<file path="src/rtl/instr_fetch.sv">
// -----------------------------------------------------------------------------
// instr_fetch
//
// Instruction fetch unit for the RV32I microcontroller. It owns the program
// counter, issues single-word reads to instruction memory over a valid/ready
// request channel, and captures the returned word. The word is held, already
// split into its decode fields, until the decode stage accepts it. Redirects
// from execute flush any in-flight fetch and restart fetching at the target.
//
// Only one memory request is ever outstanding. A response that belongs to a
// request issued before a redirect is dropped. The pending kill flag marks
// such a response.
//
// Optional feature macro: IFETCH_ILLEGAL_CHK_EN
//   When defined, the instr_illegal port is added. It is registered alongside
//   instr and flags words that are not 32-bit encodings, or whose opcode is
//   outside the supported subset.
//
// Ports
//   clk, reset        rising-edge clock, asynchronous active-high reset
//   imem_req_valid    request valid (low while reset is asserted)
//   imem_req_ready    memory accepts the request
//   imem_addr         word-aligned fetch address (current pc)
//   imem_rsp_valid    read data valid, one cycle per accepted request
//   imem_rsp_data     returned instruction word
//   redirect_valid    taken branch/jump from execute
//   redirect_pc       redirect target (bits [1:0] ignored)
//   instr_valid       held instruction is valid
//   instr_ready       decode consumes the held instruction
//   instr, instr_pc   held instruction word and its address
//   opcode, rd, funct3, rs1, rs2, funct7   field slices of instr
//   instr_illegal     illegal-encoding flag (IFETCH_ILLEGAL_CHK_EN only)
// -----------------------------------------------------------------------------
module instr_fetch #(
  parameter logic [31:0] RESET_PC = 32'h0000_0000
) (
  input  logic        clk,
  input  logic        reset,
  // instruction memory request / response
  output logic        imem_req_valid,
  input  logic        imem_req_ready,
  output logic [31:0] imem_addr,
  input  logic        imem_rsp_valid,
  input  logic [31:0] imem_rsp_data,
  // redirect from execute
  input  logic        redirect_valid,
  input  logic [31:0] redirect_pc,
  // held instruction towards decode
  output logic        instr_valid,
  input  logic        instr_ready,
  output logic [31:0] instr,
  output logic [31:0] instr_pc,
  output logic [6:0]  opcode,
  output logic [4:0]  rd,
  output logic [2:0]  funct3,
  output logic [4:0]  rs1,
  output logic [4:0]  rs2,
  output logic [6:0]  funct7
`ifdef IFETCH_ILLEGAL_CHK_EN
  ,
  output logic        instr_illegal
`endif
);

  // Canonical NOP (addi x0, x0, 0) shown on the instruction outputs after reset.
  localparam logic [31:0] NOP_INSTR = 32'h0000_0013;

  typedef enum logic [1:0] {
    REQ  = 2'd0,  // presenting a request at pc
    WAIT = 2'd1,  // request accepted, waiting for the response
    HOLD = 2'd2   // instruction held for decode
  } state_t;

  state_t      state, state_nxt;
  logic [31:0] pc, pc_nxt;
  logic        kill, kill_nxt;
  logic        valid_nxt;
  logic        capture;     // load the response into the instruction register
  logic        req_fire;    // request handshake this cycle
  logic [31:0] redirect_target;

  // The low two target bits are architecturally ignored. Folding them into a
  // named signal documents that they are intentionally dropped.
  logic unused_redirect_lsbs;
  assign unused_redirect_lsbs = ^redirect_pc[1:0];

  assign redirect_target = {redirect_pc[31:2], 2'b00};

  // Gating with reset keeps the request quiet while reset is held. The state
  // register alone would already read REQ during reset.
  assign imem_req_valid = (state == REQ) && !reset;
  assign imem_addr      = pc;
  assign req_fire       = imem_req_valid && imem_req_ready;

  // ---------------------------------------------------------------------------
  // Next-state and control logic
  // ---------------------------------------------------------------------------
  always_comb begin
    // NOTE: every variable gets a default before any branch, so no path can
    // leave it unassigned and infer a latch.
    state_nxt = state;
    pc_nxt    = pc;
    kill_nxt  = kill;
    valid_nxt = instr_valid;
    capture   = 1'b0;

    if (redirect_valid) begin
      // A redirect beats every other event in the same cycle, including a
      // consume in HOLD. The target wins over pc + 4.
      pc_nxt    = redirect_target;
      valid_nxt = 1'b0;
      case (state)
        REQ: begin
          if (req_fire) begin
            // The request just went out at the old pc. Its response must be
            // dropped.
            kill_nxt  = 1'b1;
            state_nxt = WAIT;
          end else begin
            state_nxt = REQ;
          end
        end
        WAIT: begin
          if (imem_rsp_valid) begin
            // The outstanding response lands now and is discarded. Nothing is
            // left in flight.
            kill_nxt  = 1'b0;
            state_nxt = REQ;
          end else begin
            // The request is still in flight. This also covers a second
            // redirect while kill is already set.
            kill_nxt  = 1'b1;
            state_nxt = WAIT;
          end
        end
        default: begin
          state_nxt = REQ;
        end
      endcase
    end else begin
      case (state)
        REQ: begin
          // A stray response here has no matching request and is ignored.
          if (req_fire) begin
            state_nxt = WAIT;
          end
        end
        WAIT: begin
          if (imem_rsp_valid) begin
            if (kill) begin
              kill_nxt  = 1'b0;
              state_nxt = REQ;
            end else begin
              capture   = 1'b1;
              valid_nxt = 1'b1;
              state_nxt = HOLD;
            end
          end
        end
        HOLD: begin
          if (instr_ready) begin
            valid_nxt = 1'b0;
            pc_nxt    = pc + 32'd4;   // wraps modulo 2^32
            state_nxt = REQ;
          end
        end
        default: begin
          state_nxt = REQ;
        end
      endcase
    end
  end

  // ---------------------------------------------------------------------------
  // State and control registers
  // ---------------------------------------------------------------------------
  always_ff @(posedge clk or posedge reset) begin
    if (reset) begin
      state       <= REQ;
      pc          <= RESET_PC;
      kill        <= 1'b0;
      instr_valid <= 1'b0;
    end else begin
      // NOTE: sequential state uses non-blocking assignments, so every
      // register samples the values from before the edge, whatever the
      // statement order.
      state       <= state_nxt;
      pc          <= pc_nxt;
      kill        <= kill_nxt;
      instr_valid <= valid_nxt;
    end
  end

  // ---------------------------------------------------------------------------
  // Held instruction register
  // ---------------------------------------------------------------------------
  // NOTE: this payload register is reset even though instr_valid qualifies it.
  // Decode sees a defined NOP on the field outputs straight after reset.
  always_ff @(posedge clk or posedge reset) begin
    if (reset) begin
      instr    <= NOP_INSTR;
      instr_pc <= RESET_PC;
    end else if (capture) begin
      instr    <= imem_rsp_data;
      instr_pc <= pc;
    end
  end

  // Field outputs are plain slices of the held word.
  assign opcode = instr[6:0];
  assign rd     = instr[11:7];
  assign funct3 = instr[14:12];
  assign rs1    = instr[19:15];
  assign rs2    = instr[24:20];
  assign funct7 = instr[31:25];

`ifdef IFETCH_ILLEGAL_CHK_EN
  // ---------------------------------------------------------------------------
  // Illegal-encoding check, evaluated on the incoming word and registered
  // together with instr so that flag and word always match.
  // ---------------------------------------------------------------------------
  function automatic logic is_illegal(input logic [31:0] word);
    logic opcode_known;
    case (word[6:0])
      7'b0110011,   // OP
      7'b0010011,   // OP-IMM
      7'b0000011,   // LOAD
      7'b0100011,   // STORE
      7'b1100011,   // BRANCH
      7'b0110111,   // LUI
      7'b1101111:   // JAL
        opcode_known = 1'b1;
      default:
        opcode_known = 1'b0;
    endcase
    // Every listed opcode already ends in 2'b11. The explicit length check
    // keeps compressed-style encodings flagged if the list ever grows.
    return (word[1:0] != 2'b11) || !opcode_known;
  endfunction

  always_ff @(posedge clk or posedge reset) begin
    if (reset) begin
      instr_illegal <= 1'b0;
    end else if (capture) begin
      instr_illegal <= is_illegal(imem_rsp_data);
    end
  end
`endif

endmodule

</file>
<file path="config.mk">
export PLATFORM = sky130hd
export DESIGN_NAME = instr_fetch
export DESIGN_NICKNAME = d
export VERILOG_FILES = /design/src/rtl/instr_fetch.sv
export SDC_FILE = /design/constraint.sdc
export NUM_CORES = 1
export LEC_CHECK = 0
export BUFFER_PORTS_ARGS = -buffer_cell sky130_fd_sc_hd__buf_4
export CAP_MARGIN = 20
export CORE_ASPECT_RATIO = 1.2
export CORE_UTILIZATION = 48
export CTS_BUF_LIST = sky130_fd_sc_hd__clkbuf_16
export CTS_CLUSTER_DIAMETER = 150
export DETAILED_ROUTE_END_ITERATION = 10
export PLACE_DENSITY_LB_ADDON = 0.12
export SLEW_MARGIN = 20
export SYNTH_ARGS = -nofsm -noshare
export SYNTH_HDL_FRONTEND = slang
export SYNTH_SLANG_ARGS = --single-unit
export TNS_END_PERCENT = 20
</file>
<file path="constraint.sdc">
create_clock -name clk -period 4.1 [get_ports clk]
set_input_delay 0.82 -clock clk [delete_from_list [all_inputs] [get_ports clk]]
set_output_delay 0.82 -clock clk [all_outputs]
set_load 0.02 [all_outputs]
</file>
==> Word-level counts from Yosys, hierarchy flattened <==
Cells that the tools add are included.
{ "word_totals": {"word_cells": 55, "reg_bits": 100, "input_bits": 70, "out_inout_bits": 130} }
{ "op_classes": {"muxes": 27, "reduce_logical": 14, "n_eq_ne": 7, "addsub": 1} }
{ "ops": {"columns": ["operator", "n"], "rows": [
  ["2-to-1 mux 32 bit", 3],
  ["adder 32 x 3 -> 32 bit, second input constant", 1],
  ["2-to-1 mux 1 bit", 15],
  ["inequality test 3 bit, second input constant", 5],
  ["2-to-1 mux 2 bit", 5],
  ["nonzero test 2 bit", 5],
  ["AND reduction 4 bit", 2],
  ["case mux 2 bit (3 select lines)", 1],
  ["case mux 1 bit (2 select lines)", 2],
  ["case mux 2 bit (2 select lines)", 1],
  ["AND reduction 3 bit", 1],
  ["nonzero test 3 bit", 1],
  ["equality test 2 x 1 -> 1 bit, second input constant", 1],
  ["equality test 2 bit, second input constant", 1],
  ["logical AND 1 bit", 2],
  ["zero test 2 bit", 1],
  ["AND reduction 2 bit", 1],
  ["zero test 1 bit", 1]
]} }

==> Logic depth before layout (Yosys ltp) <==
Gate-level depths: netlist of run 1.
{ "logic_depth": {"ltp_word": 6, "ltp_mapped": 7, "ltp_nobuf": 5} }

==> Least setup slack after synthesis of run 1 <==
OpenSTA, ideal clock, no wires.
{ "synth_path": {"path_type": "input port to flip-flop", "startpoint": "input port reset", "endpoint": "register kill", "setup_time_ps": 65, "path_stages": 4, "path_buffers": 0, "required_time_ps": 4035, "slack_ps": 725, "arrival_time_ps": 3310, "cell_sequence": "inv_1 -> a21oi_1 -> nor3_1 -> o22a_1"} }
{ "synth_via": {"elab_chain_cells": 5} }
{ "synth_rtl": {"columns": ["element", "line", "text"], "rows": [
  ["start: declaration", "38", "input logic reset,"],
  ["zero test 1 bit (no source line)", null, null],
  ["logical AND 1 bit", "91", "assign imem_req_valid = (state == REQ) && !reset;"],
  ["logical AND 1 bit", "93", "assign req_fire = imem_req_valid && imem_req_ready;"],
  ["inequality test 3 bit (no source line)", null, null],
  ["AND reduction 4 bit (no source line)", null, null],
  ["end signal: assignment", "189", "kill <= kill_nxt;"],
  ["end: declaration", "76", "logic kill, kill_nxt;"]
]} }
No other way between the ends.
A chain may end at the register's enable or synchronous reset.

==> Worst setup path after layout of run 1 <==
{ "layout_path": {"startpoint": "input port instr_ready", "endpoint": "register pc[25], in the netlist imem_addr[25]"} }
{ "layout_via": {"elab_chain_cells": 2} }
{ "layout_rtl": {"columns": ["element", "line", "text"], "rows": [
  ["start: declaration", "50", "input logic instr_ready,"],
  ["nonzero test 2 bit (no source line)", null, null],
  ["AND reduction 2 bit (no source line)", null, null],
  ["end signal: assignment", "188", "pc <= pc_nxt;"],
  ["end: declaration", "75", "logic [31:0] pc, pc_nxt;"]
]} }
No other way between the ends.

==> results of run 1 <==
==> layer usage <==
layer,vias up,wire length [um],global-route usage (%)
li1,1736,-,-
met1,1757,4450,25.2
met2,129,5600,38.1
met3,13,575,3.16
met4,0,186,9.93
met5,-,0,0
==> state kept, by name, summed over array words and instances, names as in the netlist <==
| name | flops |
|---|---|
| imem_addr | 30 |
| instr | 32 |
| instr_pc | 30 |
| instr_valid | 1 |
| kill | 1 |
| state | 2 |
==> through the flow <==
stage	instance area, sq um	power (mW)	hold WS, ns
floorplan	4670	2.75	0.454
global placement	5890	3.41	0.464
detailed placement	5890	3.46	0.474
CTS	6240	4.42	0.489
global route	6240	4.59	0.504
finish	6240	4.37	0.486
==> report_power, final <==
part           internal (mW)  switching, mW  leakage, nW
logic                  0.899          0.974         1.56
registers               1.29          0.251         1.15
clock network          0.597          0.356        0.164
==> cells in the final DEF, fill, tap and decap left out, types with 2 or more instances in the layout <==
master,count
and4_1,6
bufinv_16,3
nor2_1,20
nand3_1,13
o31ai_1,8
o21ai_0,16
nand4_1,11
inv_1,11
nand2_1,21
conb_1,4
or4_1,9
dfstp_2,3
or3_1,4
a21oi_1,4
clkbuf_16,9
o31a_1,2
nor4_1,8
nor2b_1,2
buf_4,196
a31oi_1,15
xnor2_1,7
nor3_1,6
xor2_1,2
mux2_2,62
dfrtp_1,93
a311o_1,2
==> path summary, 6_finish.rpt <==
check / from / to / slack [ns] / depth (start not counted)
max: instr_ready / imem_addr[25] / 1.64 / 5
max reg2reg: state[1] / imem_addr[25] / 1.65 / 4
min: kill / kill / 0.49 / 1
min in group asynchronous: reset / instr[8] / 0.68 / 2
max in group asynchronous: reset / imem_addr[9] / 2.55 / 3
min reg2reg: kill / kill / 0.49 / 1
==> worst max-delay path, stage by stage <==
cell and delay [ns]:
buf_4 0.11, nand3b_1 0.11, or4_1 0.83, o41a_1 0.53
a221o_1 0.27
==> kinds of logic (layout without fill, tap and decap cells) <==
group	Yosys count	in the layout	synth area share (%)
buf+inv	70	224	9.87
xor+xnor	9	9	1.69
mux	63	63	15.2
simple gates	112	112	13.7
compound gates	54	54	7.57
fa+ha+maj	1	1	0.268
other cells	1	4	0.0804
flops	96	96	51.6
==> cell type report <==
| cell class | count | area [sq um] |
|---|---|---|
| Clock buffer | 9 | 225 |
| Inverter | 12 | 47.5 |
| Sequential cell | 96 | 2410 |
| Fill cell | 768 | 3230 |
| Multi-Input combinational cell | 243 | 1820 |
| Tap cell | 123 | 154 |
| Timing Repair Buffer | 196 | 1470 |
| Clock inverter | 7 | 119 |
==> impl_metrics.csv, run 1 <==
group,metric,value,unit
sta,setup-violations-final,0,
synthesis,synthFlopType,"dfrtp_1",
synthesis,synthDistinctLibCells,51,
run,drv_cap,0,
global_routing,grt_usage,21.2,%
sta,fin_ws,1.64,ns
power_and_ir_drop,p_leak,2.88,nW
final_layout,area_growth,33.8,%
global_routing,grt_pass1_vias,3453,
min_path,hp-class,"flop to flop",
power_and_ir_drop,ir_drop,0.291,mV
cts,clock-sinks,96,
synthesis,yosys-top-cells-area,"dfrtp_1 50%, mux2_2 15%, buf_4 5.8%, a31oi_1 2.0%, o21ai_0 1.7%",
final_layout,final_util,65.9,%
synthesis,ys_top_cells_by_count,"93 x dfrtp_1, 62 x mux2_2, 36 x buf_4",
sta,fin_skew,0.00643,ns
sta,period_share,59.9,%
sta,fmax,407,MHz
placed_design,place_hpwl,7.71,mm
cts,cts_tree,"built",
synthesis,synth_edf_count,0,
critical_path,worstPathArrival,2.68,ns
run_status,status,"finished, final reports clean",
synthesis,synth.most_common_cell,"dfrtp_1",
floorplanning,die-area,10100,sq um
synthesis,synthCells,406,
critical_path,crit_type,"input port to flop",
global_routing,grt_max_degree,73,
sta,relSlewSlack,39.4,%
floorplanning,start_util,49.3,%
final_layout,final-instance-count-excl-fill,686,
critical_path,worstSetupStartpointType,"input port",
placed_design,gp_congestion,0.771,
synthesis,yosysSeqAreaShare,51.6,%
final_layout,nets,629,
synthesis,synth_top_area_share,49.9,%
critical_path,setup.worst_path.end_class,"flop",
detailed_routing,firstDrtPassIters,6,
global_routing,grt_pass1_wl,16.8,mm
cts,numCtsBuffers,9,
detailed_routing,drtIter0Drc,141,
detailed_routing,drc,0,
detailed_routing,ant_nets,0,
final_layout,n_antenna_cell,0,
sta,tightest_slew,0.908,ns
floorplanning,rows,39,
detailed_routing,vias,3635,
cts,cts_hold_buffers,0,
floorplanning,die_h,110,um
floorplanning,ioPinCount,200,
sta,rsz0062_at_grt,"no",
floorplanning,fp.dieW,92.0,um
critical_path,required,4.32,ns
global_routing,grt.overflow.total,0,
critical_path,path_max_fanout,17,
synthesis,synthArstFlopShare,100,%
synthesis,synth_area,4660,sq um
synthesis,syn_avg_cell_area,11.5,sq um
global_routing,antenna_found_initial,0,
cts,cts_setup_buffers,0,
detailed_routing,drt_wl_total,10.8,mm
synthesis,ys_warn_count,0,
cts,htreeDepth,3,
sta,min_period,2.46,ns
placed_design,pre_cts_ws,1.31,ns
placed_design,portBuffers,193,
sta,drv_slew,0,
synthesis,synth_seq_cells,96,
cts,clk_latency,0.34,ns
detailed_routing,vias_per_cell,5.30,
sta,tns,0,ns
floorplanning,core-area,9470,sq um
detailed_routing,wl_per_cell,15.8,um
cts,clk_path_buf_depth,2,
placed_design,placed_cells_incl_taps,670,
cts,clockRootBuffer,"clkbuf_16",
final_layout,drive_gt1_share,51.0,%
power_and_ir_drop,power_density,700,nW/um^2
cts,clkTransAtPathRegs,0.06,ns
cts,post_cts_resize_count,0,
sta,finalHoldViolCount,0,
synthesis,yosysTopAreaCell,"dfrtp_1",
Power figures use the tool's default switching activity.
==> inputs of run 2 (changes only) <==
clock period = 2.4 ns   (was 4.1 ns; I/O delays follow)
==> impl_metrics.csv, run 2 (synthesized netlist as in run 1, its figures left out) <==
group,metric,value,unit
power_and_ir_drop,p_leak,2.90,nW
global_routing,grt_usage,22.0,%
cts,cts_setup_buffers,0,
final_layout,multiInputGateArea,1820,sq um
floorplanning,core-area,9470,sq um
cts,cts_hold_buffers,0,
critical_path,crit_type,"flop to flop",
final_layout,n_antenna_cell,0,
sta,drv_slew,0,
final_layout,final_common_cell,"buf_4",
critical_path,required,2.66,ns
sta,hold_ws,0.298,ns
global_routing,grt_pass1_vias,3519,
sta,tightest_slew,0.578,ns
final_layout,drive_gt1_share,51.0,%
sta,fin_skew,0.00502,ns
detailed_routing,firstDrtPassIters,4,
cts,clk_latency,0.34,ns
final_layout,largest-register,"instr",
final_layout,mostFrequentLayoutCells,"204 x buf_4, 93 x dfrtp_1, 62 x mux2_2, 21 x nand2_1, 20 x nor2_1",
power_and_ir_drop,power_density,1140,nW/um^2
detailed_routing,wl_per_cell,16.0,um
placed_design,portBuffers,193,
detailed_routing,vias_per_cell,5.30,
sta,min_period,2.17,ns
cts,post_cts_resize_count,0,
critical_path,path_max_fanout,13,
floorplanning,ioPinCount,200,
final_layout,area_growth,33.9,%
final_layout,seq_area,2410,sq um
cts,clockRootBuffer,"clkbuf_16",
floorplanning,rows,39,
critical_path,crit_chain,"buf_4 > nand4b_4 > or4_4 > or4_1 > a31oi_1",
final_layout,largest_reg_flops,32,
global_routing,grt_pass1_wl,17.1,mm
cts,clock-sinks,96,
global_routing,grt_max_degree,97,
final_layout,final-instance-count-excl-fill,695,
global_routing,antenna_found_initial,0,
sta,rsz0062_at_grt,"no",
detailed_routing,drt_wl_total,11.1,mm
sta,setup-violations-final,0,
floorplanning,die-area,10100,sq um
placed_design,placed_cells_incl_taps,680,
floorplanning,fp.dieW,92.0,um
cts,htreeDepth,3,
floorplanning,start_util,49.3,%
final_layout,nets,639,
critical_path,slowest_stage,"or4_4",
cts,clk_path_buf_depth,2,
critical_path,startpoint,"state[1]",
critical_path,worstSetupStartpointType,"flop",
cts,cts_tree,"built",
global_routing,grt.overflow.total,0,
detailed_routing,drc,0,
placed_design,gp_congestion,0.783,
critical_path,worstPathArrival,2.44,ns
cts,numCtsBuffers,9,
final_layout,fillCellCount,779,
run_status,status,"finished, final reports clean",
floorplanning,die_h,110,um
detailed_routing,ant_nets,0,
detailed_routing,vias,3682,
run,drv_cap,0,
cts,clkTransAtPathRegs,0.06,ns
critical_path,setup.worst_path.end_class,"flop",
critical_path,critPathMaxStageDelay,0.65,ns
min_path,hp-class,"input port to asynchronous set/reset pin",
detailed_routing,drtIter0Drc,178,
sta,fmax,460,MHz
placed_design,place_hpwl,8.15,mm
sta,finalHoldViolCount,0,
sta,period_share,90.6,%
critical_path,rr_startpoint,"state[1]",
power_and_ir_drop,ir_drop,0.492,mV
sta,relSlewSlack,61.1,%
[run 2: layer usage]
metal  vias up  share of wire [%]  wire length [um]  track usage (%)
li1       1746                  -                 -                -
met1      1784                 40              4490             26.6
met2       138                 52              5750             38.5
met3        14                5.9               649             4.12
met4         0                1.8               203             9.82
met5         -                  0                 0                0
[run 2: final timing paths]
path	cells after the start	slack (ns)	endpoint
worst min-delay path	3	0.30	state[0]
max in group asynchronous	3	1.69	imem_addr[6]
min in group clk	3	0.35	imem_addr[9]
worst min register to register	1	0.49	kill
worst max-delay path	5	0.23	imem_addr[26]
worst max register to register	5	0.23	imem_addr[26]
[run 2: metrics by stage]
stage                     setup TNS [ns]  total power, mW  setup WS (ns)  util [%]  cell area [sq um]
final                                  0             7.12          0.226      66.0               6240
after global routing                   0             7.50          0.103      66.0               6240
after CTS                              0             7.21          0.216      66.0               6240
after detailed placement               0             5.95          0.155      63.3               6000
after global placement                 0             5.86          0.166      63.3               6000
after floorplan                  -0.0960             4.69        -0.0960         -               4680
[run 2: cell type report]
cell class                      instances  area share, %
Clock buffer                            9           3.61
Clock inverter                          6          0.381
Inverter                               12          0.781
Multi-Input combinational cell        243           29.1
Sequential cell                        96           38.5
Tap cell                              123           2.46
Timing Repair Buffer                  206           25.2
[run 2: power breakdown]
part	total, mW	internal [mW]	switching [mW]
combinational	3.24	1.55	1.69
sequential	2.63	2.21	0.425
clock	1.25	0.676	0.572
total	7.12	4.44	2.68
[run 2: worst max-delay path, delay by kind of cell (launching register included)]
family / cells / cell delay [ns]
DFF: 1 / 0.45
AOI/OAI and AO/OA: 1 / 0.16
and+or+nand+nor: 3 / 1.31
buffers and inverters: 1 / 0.17
